[config.mk]
export PLATFORM = sky130hd
export DESIGN_NAME = pipe_stage_reg_flat
export DESIGN_NICKNAME = d
export VERILOG_FILES = /design/src/rtl/pipe_stage_reg_if.sv /design/src/rtl/pipe_stage_reg.sv /design/src/flat_wrapper.sv
export SDC_FILE = /design/constraint.sdc
export NUM_CORES = 1
export LEC_CHECK = 0
export ABC_AREA = 1
export BUFFER_PORTS_ARGS = -buffer_cell sky130_fd_sc_hd__buf_2
export CAP_MARGIN = 5
export CORE_AREA = 5 5 159 161
export CTS_BUF_LIST = sky130_fd_sc_hd__clkbuf_16
export DETAILED_ROUTE_END_ITERATION = 6
export DIE_AREA = 0 0 164 166
export PLACE_DENSITY = 0.68
export SYNTH_ARGS = -nofsm -noshare
export SYNTH_HDL_FRONTEND = slang
export SYNTH_SLANG_ARGS = --single-unit
[constraint.sdc]
create_clock -name clk -period 6.1 [get_ports clk]
set_clock_uncertainty 0.1 [all_clocks]
set_input_delay 0.305 -clock clk [delete_from_list [all_inputs] [get_ports clk]]
set_output_delay 0.305 -clock clk [all_outputs]
set_load 0.005 [all_outputs]
[src/rtl/pipe_stage_reg_if.sv]
// pipe_stage_reg_if
//   Upstream and downstream contents of one pipeline stage register.
//   in_*  : upstream slot (valid, instr, pc, payload, tnew, jump marker)
//   out_* : registered downstream slot presented to the next stage
//   master : drives in_*, observes out_* (upstream stage / bench)
//   slave  : consumes in_*, drives out_* (the stage register itself)
interface pipe_stage_reg_if #(
  parameter int unsigned PAYLOAD_W = 128,
  parameter int unsigned TNEW_W    = 2
);
  logic                 in_valid;
  logic [31:0]          in_instr;
  logic [31:0]          in_pc;
  logic [PAYLOAD_W-1:0] in_payload;
  logic [TNEW_W-1:0]    in_tnew;
  logic                 in_jump;

  logic                 out_valid;
  logic [31:0]          out_instr;
  logic [31:0]          out_pc;
  logic [PAYLOAD_W-1:0] out_payload;
  logic [TNEW_W-1:0]    out_tnew;
  logic                 out_jump;

  modport master (
    output in_valid, in_instr, in_pc, in_payload, in_tnew, in_jump,
    input  out_valid, out_instr, out_pc, out_payload, out_tnew, out_jump
  );

  modport slave (
    input  in_valid, in_instr, in_pc, in_payload, in_tnew, in_jump,
    output out_valid, out_instr, out_pc, out_payload, out_tnew, out_jump
  );
endinterface

[src/rtl/pipe_stage_reg.sv]
// pipe_stage_reg
//   Pipeline stage register with exception bubble, flush, stall and tnew
//   countdown, plus a saturating count of inserted bubbles.
//   clk        : rising-edge clock
//   reset      : asynchronous active-high reset, empties the stage
//   req        : exception/interrupt, insert bubble with pc = EXC_PC
//   flush      : insert bubble keeping in_pc
//   stall      : hold contents (tnew may still count down, see HOLD_DECAY)
//   bus        : in_* upstream slot, out_* registered downstream slot
//   bubble_cnt : saturating number of bubbles inserted
//   Priority per edge: req > flush > stall > load.
module pipe_stage_reg #(
  parameter int unsigned PAYLOAD_W  = 128,
  parameter int unsigned TNEW_W     = 2,
  parameter logic [31:0] EXC_PC     = 32'h0000_4180,
  parameter bit          HOLD_DECAY = 1'b1
) (
  input  logic               clk,
  input  logic               reset,
  input  logic               req,
  input  logic               flush,
  input  logic               stall,
  pipe_stage_reg_if.slave    bus,
  output logic [15:0]        bubble_cnt
);

  typedef enum logic [1:0] {
    P_EXC,
    P_BUBBLE,
    P_HOLD,
    P_LOAD
  } path_e;

  path_e                w_path;
  logic [TNEW_W-1:0]    w_in_tnew_dec;
  logic [TNEW_W-1:0]    w_hold_tnew_dec;

  logic                 r_valid;
  logic [31:0]          r_instr;
  logic [31:0]          r_pc;
  logic [PAYLOAD_W-1:0] r_payload;
  logic [TNEW_W-1:0]    r_tnew;
  logic                 r_jump;
  logic [15:0]          r_bubble_cnt;

  // An invalid upstream slot on the load path is treated as a flush.
  always_comb begin
    w_path = P_LOAD;
    if (req)                    w_path = P_EXC;
    else if (flush)             w_path = P_BUBBLE;
    else if (stall)             w_path = P_HOLD;
    else if (!bus.in_valid)     w_path = P_BUBBLE;
  end

  // tnew counts down to zero and never wraps to all-ones.
  always_comb begin
    w_in_tnew_dec   = (bus.in_tnew == '0) ? '0 : bus.in_tnew - TNEW_W'(1);
    w_hold_tnew_dec = (r_tnew == '0)      ? '0 : r_tnew - TNEW_W'(1);
  end

  always_ff @(posedge clk or posedge reset) begin
    if (reset) begin
      r_valid      <= 1'b0;
      r_instr      <= '0;
      r_pc         <= '0;
      r_payload    <= '0;
      r_tnew       <= '0;
      r_jump       <= 1'b0;
      r_bubble_cnt <= '0;
    end else begin
      unique case (w_path)
        P_EXC, P_BUBBLE: begin
          r_valid   <= 1'b0;
          r_instr   <= '0;
          r_pc      <= (w_path == P_EXC) ? EXC_PC : bus.in_pc;
          r_payload <= '0;
          r_tnew    <= '0;
          r_jump    <= 1'b0;
          if (r_bubble_cnt != '1)
            r_bubble_cnt <= r_bubble_cnt + 16'd1;
        end
        P_HOLD: begin
          if (HOLD_DECAY)
            r_tnew <= w_hold_tnew_dec;
        end
        P_LOAD: begin
          r_valid   <= 1'b1;
          r_instr   <= bus.in_instr;
          r_pc      <= bus.in_pc;
          r_payload <= bus.in_payload;
          r_tnew    <= w_in_tnew_dec;
          r_jump    <= bus.in_jump;
        end
        default: ;
      endcase
    end
  end

  assign bus.out_valid   = r_valid;
  assign bus.out_instr   = r_instr;
  assign bus.out_pc      = r_pc;
  assign bus.out_payload = r_payload;
  assign bus.out_tnew    = r_tnew;
  assign bus.out_jump    = r_jump;
  assign bubble_cnt      = r_bubble_cnt;

endmodule

[src/flat_wrapper.sv]
// flat-port wrapper written by rule: the top's interface ports become plain ports
module pipe_stage_reg_flat 
#(
  parameter int unsigned PAYLOAD_W  = 128,
  parameter int unsigned TNEW_W     = 2,
  parameter logic [31:0] EXC_PC     = 32'h0000_4180,
  parameter bit          HOLD_DECAY = 1'b1
)
  (clk, reset, req, flush, stall, bubble_cnt, bus_in_valid, bus_in_instr, bus_in_pc, bus_in_payload, bus_in_tnew, bus_in_jump, bus_out_valid, bus_out_instr, bus_out_pc, bus_out_payload, bus_out_tnew, bus_out_jump);
  pipe_stage_reg_if #(.PAYLOAD_W(PAYLOAD_W), .TNEW_W(TNEW_W)) bus_i ();
  input  logic clk;
  input  logic reset;
  input  logic req;
  input  logic flush;
  input  logic stall;
  output logic [15:0] bubble_cnt;
  input wire logic [$bits(bus_i.in_valid)-1:0] bus_in_valid;
  input wire logic [$bits(bus_i.in_instr)-1:0] bus_in_instr;
  input wire logic [$bits(bus_i.in_pc)-1:0] bus_in_pc;
  input wire logic [$bits(bus_i.in_payload)-1:0] bus_in_payload;
  input wire logic [$bits(bus_i.in_tnew)-1:0] bus_in_tnew;
  input wire logic [$bits(bus_i.in_jump)-1:0] bus_in_jump;
  output wire logic [$bits(bus_i.out_valid)-1:0] bus_out_valid;
  output wire logic [$bits(bus_i.out_instr)-1:0] bus_out_instr;
  output wire logic [$bits(bus_i.out_pc)-1:0] bus_out_pc;
  output wire logic [$bits(bus_i.out_payload)-1:0] bus_out_payload;
  output wire logic [$bits(bus_i.out_tnew)-1:0] bus_out_tnew;
  output wire logic [$bits(bus_i.out_jump)-1:0] bus_out_jump;
  assign bus_i.in_valid = bus_in_valid;
  assign bus_i.in_instr = bus_in_instr;
  assign bus_i.in_pc = bus_in_pc;
  assign bus_i.in_payload = bus_in_payload;
  assign bus_i.in_tnew = bus_in_tnew;
  assign bus_i.in_jump = bus_in_jump;
  assign bus_out_valid = bus_i.out_valid;
  assign bus_out_instr = bus_i.out_instr;
  assign bus_out_pc = bus_i.out_pc;
  assign bus_out_payload = bus_i.out_payload;
  assign bus_out_tnew = bus_i.out_tnew;
  assign bus_out_jump = bus_i.out_jump;
  pipe_stage_reg #(.PAYLOAD_W(PAYLOAD_W), .TNEW_W(TNEW_W), .EXC_PC(EXC_PC), .HOLD_DECAY(HOLD_DECAY)) u_core (.clk(clk), .reset(reset), .req(req), .flush(flush), .stall(stall), .bus(bus_i), .bubble_cnt(bubble_cnt));
endmodule
==> results of run 1 <==
-- logic make-up after synthesis --
kind of cell	count (synthesis)	synth area share, %
flip-flops	212	66.8
adder cells (fa/ha/maj)	1	0.157
AO/OA/AOI/OAI	203	22.1
AND/OR/NAND/NOR	111	5.92
XOR/XNOR	7	0.772
buffers and inverters	59	4.27
-- per-stage QoR --
stage	cell area, um^2	instances	setup WS (ps)	utilization (%)	hold slack, ps
after detailed placement	10200	1291	2880	42.8	362
after global placement	10200	1291	2910	42.8	359
after global routing	12900	1527	3140	54.3	132
after floorplan	7950	593	2940	-	338
after CTS	12900	1527	3410	54.3	105
final	12900	1527	3340	54.3	122
-- layer usage --
layer  global-route usage, %  share of wire [%]  wire (um)
met1                    23.7                 39      11000
met2                    33.8                 49      13700
met3                    4.12                7.6       2130
met4                    8.39                4.4       1220
met5                       0                  0          0
-- report_power, final --
group / internal [mW] / leakage, nW / switching, mW
Sequential: 1.48 / 2.86 / 0.0694
Combinational: 0.252 / 3.71 / 0.214
Clock: 0.854 / 0.372 / 0.551
Total: 2.59 / 6.94 / 0.834
-- worst max-delay path by stage --
stage                                        to  start  slack [ps]  cells after the start
floorplan                  u_core.bubble_cnt[0]  reset        2940                      1
global placement        u_core.bus.out_instr[8]  flush        2910                      9
detailed placement  u_core.bus.out_payload[125]  flush        2880                      9
CTS                 u_core.bus.out_payload[125]  flush        3410                      9
global route         u_core.bus.out_payload[99]  flush        3140                      9
finish                 u_core.bus.out_instr[24]  flush        3340                      9
-- repair_timing --
action / CTS / global route
endpoints found under the hold margin: 227 / 0
gates resized for setup: 0 / 0
hold buffers: 197 / 0
setup buffers: 0 / 0
-- cell usage after synthesis, drive strengths merged --
| library cell | instances |
|---|---|
| dfrtp | 212 |
| a22o | 190 |
| nand2 | 70 |
| buf | 39 |
| nor2 | 22 |
| inv | 16 |
| nand3 | 10 |
| o21ai | 10 |
| xnor2 | 7 |
| nand4 | 6 |
| clkbuf | 4 |
| o22a | 3 |
| and2b | 1 |
| ha | 1 |
| nand3b | 1 |
| nor3 | 1 |
-- worst max-delay path: stages --
cell and delay [ps]:
buf_2 110, inv_1 50, nand2_2 90, nand2_2 120, inv_2 430, nand2_2 160, inv_4 790, buf_4 680
a22o_1 240
-- state kept, by name, indices dropped and copies added, names as in the netlist --
signal / flops
u_core.bus.out_tnew: 2
u_core.bus.out_valid: 1
u_core.bus.out_pc: 32
u_core.bus.out_payload: 128
u_core.bubble_cnt: 16
u_core.bus.out_instr: 32
u_core.bus.out_jump: 1
-- area by class of cell --
cell class                      instances  area (um^2)
Sequential cell                       212         5310
Fill cell                            1973        10900
Timing Repair Buffer                  614         4080
Multi-Input combinational cell        322         2300
Clock inverter                         16          188
Tap cell                              324          405
Clock buffer                           23          576
Inverter                               16         66.3
==> summary.txt, run 1 <==
Synth
  • Synth cell types: 21
  • Synth Instances: 593
  • Top-area cell type share of the netlist area: 66.8%
  • Synthesized flop and latch total: 212
  • Synthesized area per cell: 13.4 um^2
  • Mapped cell area: 7940 um^2
  • Sequential fraction of the synthesis area: 66.8%
  • Top cells by area, synth: dfrtp_1 (67%), a22o_1 (21%), nand2_1 (3.2%), buf_2 (1.8%), buf_6 (1.6%)
  • Warnings from Yosys: 0
  • Leading area contributor after synthesis: dfrtp_1
  • Syn nets: 795

Die
  • Die area: 27,200 um^2
  • Die Y: 166 um
  • Initial Utilization: 33.3%
  • Die span in x: 164 um
  • Row count: 57
  • Core Footprint: 23,800 um^2
  • Top Ports: 413

Cells and area
  • Final #Nets: 1,390
  • Layout cells sized above 1: 38.7%
  • Commonest cells after routing, fill and taps aside: buf_2 (412), dfrtp_1 (212), dlygate4sd3_1 (197), a22o_1 (190), nand2_1 (67)
  • Diode count: 0
  • Area growth syn-to-layout: 62.7%
  • Most common cell after layout, fill and taps aside: buf_2

Pwr
  • Maximum VDD drop: 151 uV
  • Final Total Pwr: 3.42 mW
  • Pleak: 6.94 nW
  • Pwr/cell area: 265 nW/um^2

STA
  • Setup TNS: 0 ps
  • Relative slew slack: 25.9%
  • Final Hold Fails: 0
  • Worst-margin pin slew: 1110 ps
  • Max Clock Freq: 0.362 GHz
  • RSZ-0062 raised after global routing: false
  • Fin crit share: 45.3%
  • Max-slew violations: 0
  • Finish-stage setup viols: 0
  • Min Tclk post-route: 2760 ps

Placement
  • GPL Wtd Cong: 0.849
  • IO buf count: 412
  • DPL Wire Length: 17.1 mm

Global routing
  • GRT Util Overall: 19.6%
  • Vias in the first global route: 7,909
  • First-pass GRT wire length: 43.5 mm
  • Largest net degree at the start of global routing: 106
  • Initial antenna violation count: 0
  • Gr ovfl total: 0

Run status
  • Status: finished, final reports clean

Routing
  • Final wirelength: 28.0 mm
  • Detailed Route Iter0 Violations: 626
  • Vias post-DR: 7,353
  • Residual DRC: 0
  • Via-to-Cell Ratio: 4.82
  • Drt first pass iters: 4
  • Antenna viol nets, final: 0
  • Routed len/inst: 18.4 um

Clock tree
  • Clk_lat worst skew: 500 ps
  • CTS clk-pin slew, worst paths: 60 ps
  • Max clock buf depth: 3
  • H-Tree Depth: 1
  • CTS tree: done
  • Root buf cell: clkbuf_16
  • Inserted Clock Buffers: 22
  • Clock Sink Count: 212

Worst setup path
  • Worst Setup Start Kind: primary input
  • WP data required: 6430 ps
  • Reg2reg path depth: 6
  • Setup CP Type: in2reg
  • FF-to-FF setup slack: 4120 ps
  • RR Endpoint: u_core.bubble_cnt[6]
  • RR Startpoint: u_core.bubble_cnt[0]
  • Worst-path fanout max: 101
  • Worst setup EP type: flip-flop
  • Crit path arrival time: 3100 ps

Hold path
  • Hold Path End: u_core.bus.out_valid
  • Worst min-delay path class: in2reg
  • Hold depth: 4
  • HP Start: flush

Job
  • Max Cap Viol: 0
Power figures use the tool's default switching activity.
==> run 2, diff against run 1 <==
==> constraint.sdc (replaced) <==
create_clock -name clk -period 2.32 [get_ports clk]
set_clock_uncertainty 0.1 [all_clocks]
set_input_delay 0.116 -clock clk [delete_from_list [all_inputs] [get_ports clk]]
set_output_delay 0.116 -clock clk [all_outputs]
set_load 0.005 [all_outputs]
==> run 2 against run 1 <==
Compared with the run above:
- sequential share of layout area decreased by 1.1 points
- largest power group is now the clock network
- sequential cell count unchanged
- first-iteration DRC count decreased by 3.5%
- largest cell class unchanged
- sequential power increased to 2.6 times the previous value
==> summary.txt, run 2 (same netlist as run 1, synthesis figures left out) <==
Run status
  • Status: finished, final reports clean

Worst setup path
  • Worst-path fanout max: 56 (-45%)
  • Reg2reg path depth: 6 (unchanged)
  • Crit path arrival time: 2460 ps (-640 ps)
  • RR Startpoint: u_core.bubble_cnt[0]
  • Worst setup EP type: flip-flop
  • Worst Setup Start Kind: primary input
  • Largest delay share family, worst path: buffers and inverters
  • FF-to-FF setup slack: 400 ps (-3720 ps)
  • Setup CP Type: in2reg
  • Crit-path most repeated cell: nand2_2
  • Slowest stage delay, CP: 570 ps (-220 ps)
  • RR Endpoint: u_core.bubble_cnt[6]
  • Crit-path cells: dlygate4sd3_1 > buf_2 > inv_1 > nand2_2 > nand2_2 > inv_2 > nand2_2 > inv_8 > buf_12 > nand3b_2 > dlygate4sd3_1 > o21ai_2
  • WP data required: 2660 ps (-3770 ps)
  • Buf+Inv Stages, Crit Path: 7 (+2)
  • Critical Path Slowest Stage Cell: dlygate4sd3_1

Routing
  • Final wirelength: 28.2 mm (+0.40%)
  • Routed len/inst: 18.2 um (-0.96%)
  • Via-to-Cell Ratio: 4.87 (+1.1%)
  • Detailed Route Iter0 Violations: 604 (-3.5%)
  • Drt first pass iters: 5 (+1)
  • Residual DRC: 0 (unchanged)
  • Vias post-DR: 7,539 (+2.5%)
  • Antenna viol nets, final: 0 (unchanged)

STA
  • RSZ-0062 raised after global routing: false
  • Max Clock Freq: 0.471 GHz
  • Final Hold Fails: 0 (unchanged)
  • Relative slew slack: 60.1% (+34 points)
  • Setup TNS: 0 ps (unchanged)
  • Min Tclk post-route: 2130 ps
  • Worst-margin pin slew: 598 ps (-514 ps)
  • Fin crit share: 91.6%
  • Max-slew violations: 0 (unchanged)
  • Finish-stage setup viols: 0 (unchanged)

Cells and area
  • Layout cells sized above 1: 39.5% (+0.72 points)
  • Final instance area: 13,300 um^2 (+2.7%)
  • Most common cell after layout, fill and taps aside: buf_2
  • Commonest cells after routing, fill and taps aside: buf_2 (412), dfrtp_1 (212), dlygate4sd3_1 (203), a22o_1 (190), nand2_1 (67)
  • Area growth syn-to-layout: 67.1%
  • Diode count: 0 (unchanged)
  • Final core utilization: 55.7% (+1.5 points)
  • Final #Nets: 1,408 (+1.3%)
  • Layout Cells excl Fill: 1,548 (+1.4%)
  • Number of flip-flops under the largest register name: 128 (unchanged)

Pwr
  • Pwr/cell area: 724 nW/um^2 (+170%)
  • Pleak: 7.10 nW (+2.3%)
  • Sequential Power Share: 42.5% (-2.9 points)
  • Internal power: 7.33 mW (+180%)
  • Maximum VDD drop: 449 uV (+200%)
  • Psw: 2.28 mW (+170%)
  • Comb power frac: 13.1% (-0.5 points)
  • Clock network power share: 44.4% (+3.4 points)
  • Sw Share: 23.7% (-0.67 points)
  • Final Total Pwr: 9.61 mW (+180%)

Clock tree
  • Root buf cell: clkbuf_16
  • CTS clk-pin slew, worst paths: 60 ps (about the same)
  • Max clock buf depth: 3 (unchanged)
  • Clk_lat worst skew: 510 ps (about the same)
  • Inserted Clock Buffers: 24 (+9.1%)
  • CTS tree: done
  • Clock Sink Count: 212 (unchanged)
  • Postcts setup bufs: 0 (unchanged)
  • H-Tree Depth: 1 (unchanged)

Hold path
  • Worst min-delay path class: in2reg
  • Hold Path End: u_core.bus.out_valid
  • HP Start: bus_in_valid
  • Hold depth: 5 (+1)

Die
  • Core Footprint: 23,800 um^2 (unchanged)
  • Row count: 57 (unchanged)
  • Top Ports: 413 (unchanged)
  • Initial Utilization: 33.3% (unchanged)
  • Die span in x: 164 um (unchanged)
  • Die Y: 166 um (unchanged)
  • Die area: 27,200 um^2 (unchanged)

Global routing
  • First-pass GRT wire length: 43.2 mm (-0.52%)
  • GR Util met3: 4.14% (+0.025 points)
  • Vias in the first global route: 7,787 (-1.5%)
  • M2 GR Usage: 33.3% (-0.50 points)
  • GRT Util Overall: 19.6% (-0.066 points)
  • Busiest grt layer: met2
  • Met1 Track Usage GR: 24.0% (+0.27 points)
  • Largest net degree at the start of global routing: 84 (-21%)
  • Gr ovfl total: 0 (unchanged)
  • Initial antenna violation count: 0 (unchanged)

Placement
  • Post-Place Cells: 1,301 (+0.77%)
  • Post-DP Area: 10,300 um^2 (+1.4%)
  • DPL Wire Length: 17.5 mm (+2.4%)
  • IO buf count: 412 (unchanged)
  • GPL Wtd Cong: 0.818 (-3.6%)

Job
  • Max Cap Viol: 0 (unchanged)
-- run 2: cell types whose count changed in the layout (fill, tap and decap cells not counted) --
cell / before / now
dlygate4sd3_1: 197 / 203
buf_12: 1 / 6
buf_4: 4 / 9
bufinv_16: 4 / 7
clkbuf_16: 23 / 25
clkinv_2: 2 / 4
inv_1: 15 / 13
clkinv_4: 1 / 2
clkinvlp_4: 5 / 4
inv_4: 1 / 0
inv_8: 0 / 1
-- run 2: repair_timing --
action / in CTS / in global routing
endpoints found under the hold margin: 253 / 0
resized for setup: 0 / 2
endpoints found under the setup margin: 0 / 1
hold buffers: 203 / 0
-- run 2: worst max path at each step --
stage	to	cells past startpoint	slack [ps]	from
2_1_floorplan	u_core.bubble_cnt[0]	1	-650	reset
3_3_place_gp	u_core.bubble_cnt[10]	7	460	u_core.bubble_cnt[0]
3_5_place_dp	u_core.bubble_cnt[11]	7	400	u_core.bubble_cnt[0]
4_1_cts	u_core.bus.out_tnew[0]	9	40	flush
5_1_grt	u_core.bus.out_tnew[0]	9	10	flush
6_report	u_core.bus.out_tnew[0]	12	190	flush
-- run 2: layer usage --
metal  vias up  part of all wire, %
met5         -                    0
li1       3417                    -
met4         0                  4.4
met1      3638                   39
met3        86                  8.4
met2       398                   49
-- run 2: per-stage QoR --
step,setup slack (ps),hold WS (ps)
after floorplan,-652,149
after global placement,461,94.3
after CTS,39.6,25.7
after global routing,14.3,108
after detailed placement,400,107
final,195,69.7
-- run 2: layout make-up --
class / count / area (um^2)
clock inverter: 19 / 282
clock buffer: 25 / 626
inverter: 16 / 71.3
sequential: 212 / 5310
fill: 1919 / 10500
multi-input combinational: 322 / 2300
timing repair buffer: 630 / 4280
tap: 324 / 405
-- run 2: power by group through the flow --
stage / sequential (mW) / clock [mW] / combinational, mW
after floorplan: 4.14 / 0 / 0.446
after global placement: 4.13 / 0 / 0.960
after detailed placement: 4.14 / 0 / 0.976
after CTS: 4.07 / 4.36 / 1.25
after global routing: 4.11 / 4.54 / 1.37
final: 4.08 / 4.27 / 1.25
-- run 2: worst min-delay path: stages --
cell and delay (ps):
buf_2 90, nor2_1 110, nor2_1 100, nand2_2 150
nand2_1 60
==> run 3, diff against run 2 <==
--- a/config.mk
+++ b/config.mk
@@ -5,13 +5,12 @@
 export SDC_FILE = /design/constraint.sdc
 export NUM_CORES = 1
 export LEC_CHECK = 0
-export ABC_AREA = 1
 export BUFFER_PORTS_ARGS = -buffer_cell sky130_fd_sc_hd__buf_2
 export CAP_MARGIN = 5
-export CORE_AREA = 5 5 159 161
+export CORE_AREA = 5 5 158 160
 export CTS_BUF_LIST = sky130_fd_sc_hd__clkbuf_16
 export DETAILED_ROUTE_END_ITERATION = 6
-export DIE_AREA = 0 0 164 166
+export DIE_AREA = 0 0 163 165
 export PLACE_DENSITY = 0.68
 export SYNTH_ARGS = -nofsm -noshare
 export SYNTH_HDL_FRONTEND = slang
==> run 3 against run 2 <==
Compared with the run above:
- sequential share of layout area grew 0.78 points
- final cell count shrank 4.8%
- count of clock-buffer cells in the layout shrank 2
- largest power group is now sequential cells
- clock power shrank 16%
- non-clock buffer count grew 3
- critical path depth shrank 8
==> summary.txt, run 3 <==
Run status
  • Status: finished, final reports clean

STA
  • RSZ-0062 raised after global routing: false
  • Relative slew slack: 65.7% (+5.6 points)
  • Final Hold Fails: 0 (unchanged)
  • Worst-margin pin slew: 514 ps (-83.6 ps)
  • Final worst slack: 460 ps (+266 ps)
  • Finish-stage setup viols: 0 (unchanged)
  • Max Clock Freq: 0.538 GHz (+14%)
  • Min Tclk post-route: 1860 ps (-266 ps)
  • Fin crit share: 80.2% (-11 points)
  • Max-slew violations: 0 (unchanged)

Routing
  • Via-to-Cell Ratio: 4.92 (+0.94%)
  • Residual DRC: 0 (unchanged)
  • Drt first pass iters: 5 (unchanged)
  • Vias post-DR: 7,241 (-4.0%)
  • Antenna viol nets, final: 0 (unchanged)
  • Routed len/inst: 18.6 um (+2.1%)
  • Detailed Route Iter0 Violations: 520 (-14%)
  • Final wirelength: 27.4 mm (-2.8%)

Synth
  • Most instantiated library cell after synthesis: dfrtp_1
  • Async set-reset flop share out of synthesis: 100% (unchanged)
  • Most frequent cells after synthesis: dfrtp_1 (212), a22o_1 (190), clkbuf_1 (19), buf_2 (18), nand3_1 (10)
  • Synthesized area per cell: 14.8 um^2 (+10%)
  • Leading area contributor after synthesis: dfrtp_1
  • Syn nets: 725 (-8.8%)
  • Ys flop type: dfrtp_1
  • Synthesized flop and latch total: 212 (unchanged)
  • Count of flip-flops with a built-in enable after synthesis: 0 (unchanged)
  • Warnings from Yosys: 0 (unchanged)
  • Top cells by area, synth: dfrtp_1 (69%), a22o_1 (22%), buf_2 (1.2%), clkbuf_1 (0.92%), xor2_1 (0.68%)
  • Synth Instances: 523 (-12%)
  • Mapped cell area: 7720 um^2 (-2.8%)
  • Sequential fraction of the synthesis area: 68.7% (+1.9 points)
  • Synth cell types: 36 (+71%)
  • Top-area cell type share of the netlist area: 68.7% (+1.9 points)

Cells and area
  • Layout cells sized above 1: 40.9% (+1.4 points)
  • Final #Nets: 1,340 (-4.8%)
  • Most common cell after layout, fill and taps aside: buf_2
  • Number of flip-flops under the largest register name: 128 (unchanged)
  • Final instance area: 13,000 um^2 (-1.9%)
  • Diode count: 0 (unchanged)
  • Commonest cells after routing, fill and taps aside: buf_2 (412), dfrtp_1 (212), dlygate4sd3_1 (205), a22o_1 (190), clkbuf_16 (23)
  • Area growth syn-to-layout: 68.6%
  • Final core utilization: 56.0% (+0.25 points)

Worst setup path
  • Slowest stage delay, CP: 480 ps (-90 ps)
  • Critical Path Slowest Stage Cell: a2111oi_4
  • RR Startpoint: u_core.bubble_cnt[2]
  • Worst setup EP type: flip-flop
  • RR Endpoint: u_core.bubble_cnt[11]
  • WP data required: 2590 ps (-70 ps)
  • Worst-path fanout max: 6 (-89%)
  • Worst Setup Start Kind: flip-flop
  • Setup CP Type: reg2reg
  • Crit path arrival time: 2130 ps (-330 ps)
  • Reg2reg path depth: 4 (-2)
  • Crit-path most repeated cell: nand3_1
  • FF-to-FF setup slack: 460 ps (+60 ps)
  • Crit-path cells: nand3_1 > a2111oi_4 > nand3_1 > mux2_1

Die
  • Die Y: 165 um (-0.60%)
  • Initial Utilization: 33.2% (-0.14 points)
  • Core Footprint: 23,300 um^2 (-2.3%)
  • Die area: 26,900 um^2 (-1.2%)
  • Row count: 56 (-1.8%)
  • Die span in x: 163 um (-0.61%)
  • Top Ports: 413 (unchanged)

Hold path
  • HP Start: bus_in_valid
  • Hold depth: 5 (unchanged)
  • Worst min-delay path class: in2reg
  • Hold Path End: u_core.bubble_cnt[9]

Clock tree
  • Clock Sink Count: 212 (unchanged)
  • Max clock buf depth: 3 (unchanged)
  • H-Tree Depth: 1 (unchanged)
  • Root buf cell: clkbuf_16
  • CTS clk-pin slew, worst paths: 60 ps (about the same)
  • Post-CTS Resized: 0 (unchanged)
  • CTS tree: done
  • Inserted Clock Buffers: 22 (-8.3%)
  • Clk_lat worst skew: 490 ps (-20 ps)

Pwr
  • Pleak: 6.97 nW (-1.9%)
  • Pwr/cell area: 680 nW/um^2 (-6.1%)
  • Maximum VDD drop: 388 uV (-14%)

Placement
  • DPL Wire Length: 16.9 mm (-3.8%)
  • GPL Wtd Cong: 0.809 (-1.1%)
  • Post-DP Area: 10,200 um^2 (-0.97%)
  • Place WS: 487 ps (+87.2 ps)
  • IO buf count: 412 (unchanged)

Global routing
  • GRT Util Overall: 19.1% (-0.46 points)
  • Initial antenna violation count: 0 (unchanged)
  • First-pass GRT wire length: 41.5 mm (-3.9%)
  • Gr ovfl total: 0 (unchanged)
  • Largest net degree at the start of global routing: 95 (+13%)
  • Vias in the first global route: 7,742 (-0.58%)

Job
  • Max Cap Viol: 0 (unchanged)
run 3: cell types whose count changed after synthesis, moves of 6 or more:
cell,change
buf_2,-10
nor2_1,-16
clkbuf_1,+15
inv_1,-12
buf_6,-11
nand2_1,-59
xor2_1,+6
run 3: final cells by class:
class	instances	area, um^2
Clock buffer	23	576
Inverter	1	7.51
Timing Repair Buffer	633	4320
Tap cell	319	399
Multi-Input combinational cell	268	2250
Sequential cell	212	5310
Clock inverter	17	164
Fill cell	1805	10200
run 3: how the worst max path moves through the flow:
stage	startpoint	end	slack, ps	depth (start not counted)
2_1_floorplan	reset	u_core.bubble_cnt[0]	-650	1
3_3_place_gp	u_core.bubble_cnt[2]	u_core.bubble_cnt[15]	500	4
3_5_place_dp	req	u_core.bus.out_payload[85]	490	6
4_1_cts	u_core.bubble_cnt[2]	u_core.bubble_cnt[11]	470	4
5_1_grt	u_core.bubble_cnt[2]	u_core.bubble_cnt[15]	350	4
6_report	u_core.bubble_cnt[2]	u_core.bubble_cnt[11]	460	4
run 3: logic make-up after synthesis:
kind of cell,share of synthesized area (%)
compound gates,23.1
xor+xnor,1.13
fa+ha+maj,0.162
buf+inv,2.38
flops,68.7
mux,0.583
simple gates,4.00
run 3: repair_timing:
| item | CTS | global route |
|---|---|---|
| hold endpoints to repair | 407 | 0 |
| hold buffers | 205 | 0 |
| setup buffers | 0 | 0 |
run 3: worst max-delay path, delay by kind of cell (launching register included):
| kind | cells | cell delay (ps) |
|---|---|---|
| AOI/OAI and AO/OA | 1 | 480 |
| and+or+nand+nor | 2 | 390 |
| DFF | 1 | 430 |
| muxes | 1 | 320 |
run 3: metal layers:
layer  track usage (%)  vias up  wire, um
li1                  -     3247         -
met1              23.4     3506     10500
met2              32.2      396     13400
met3              4.97       92      2290
met4              8.20        0      1110
met5                 0        -         0
run 3: metrics by stage:
step / TNS [ps] / hold WS [ps] / cells / total power [mW]
global route: 0 / 73.9 / 1473 / 9.25
global placement: 0 / 26.8 / 1228 / 5.03
CTS: 0 / 6.89 / 1473 / 8.94
finish: 0 / 33.9 / 1473 / 8.85
detailed placement: 0 / 24.9 / 1228 / 5.05
floorplan: -138260 / 142 / 523 / 4.53
run 3: power breakdown:
part	leakage (nW)	internal (mW)	switching [mW]	total (mW)
logic	3.72	0.665	0.528	1.19
clock network	0.373	2.14	1.44	3.58
registers	2.87	3.89	0.192	4.08
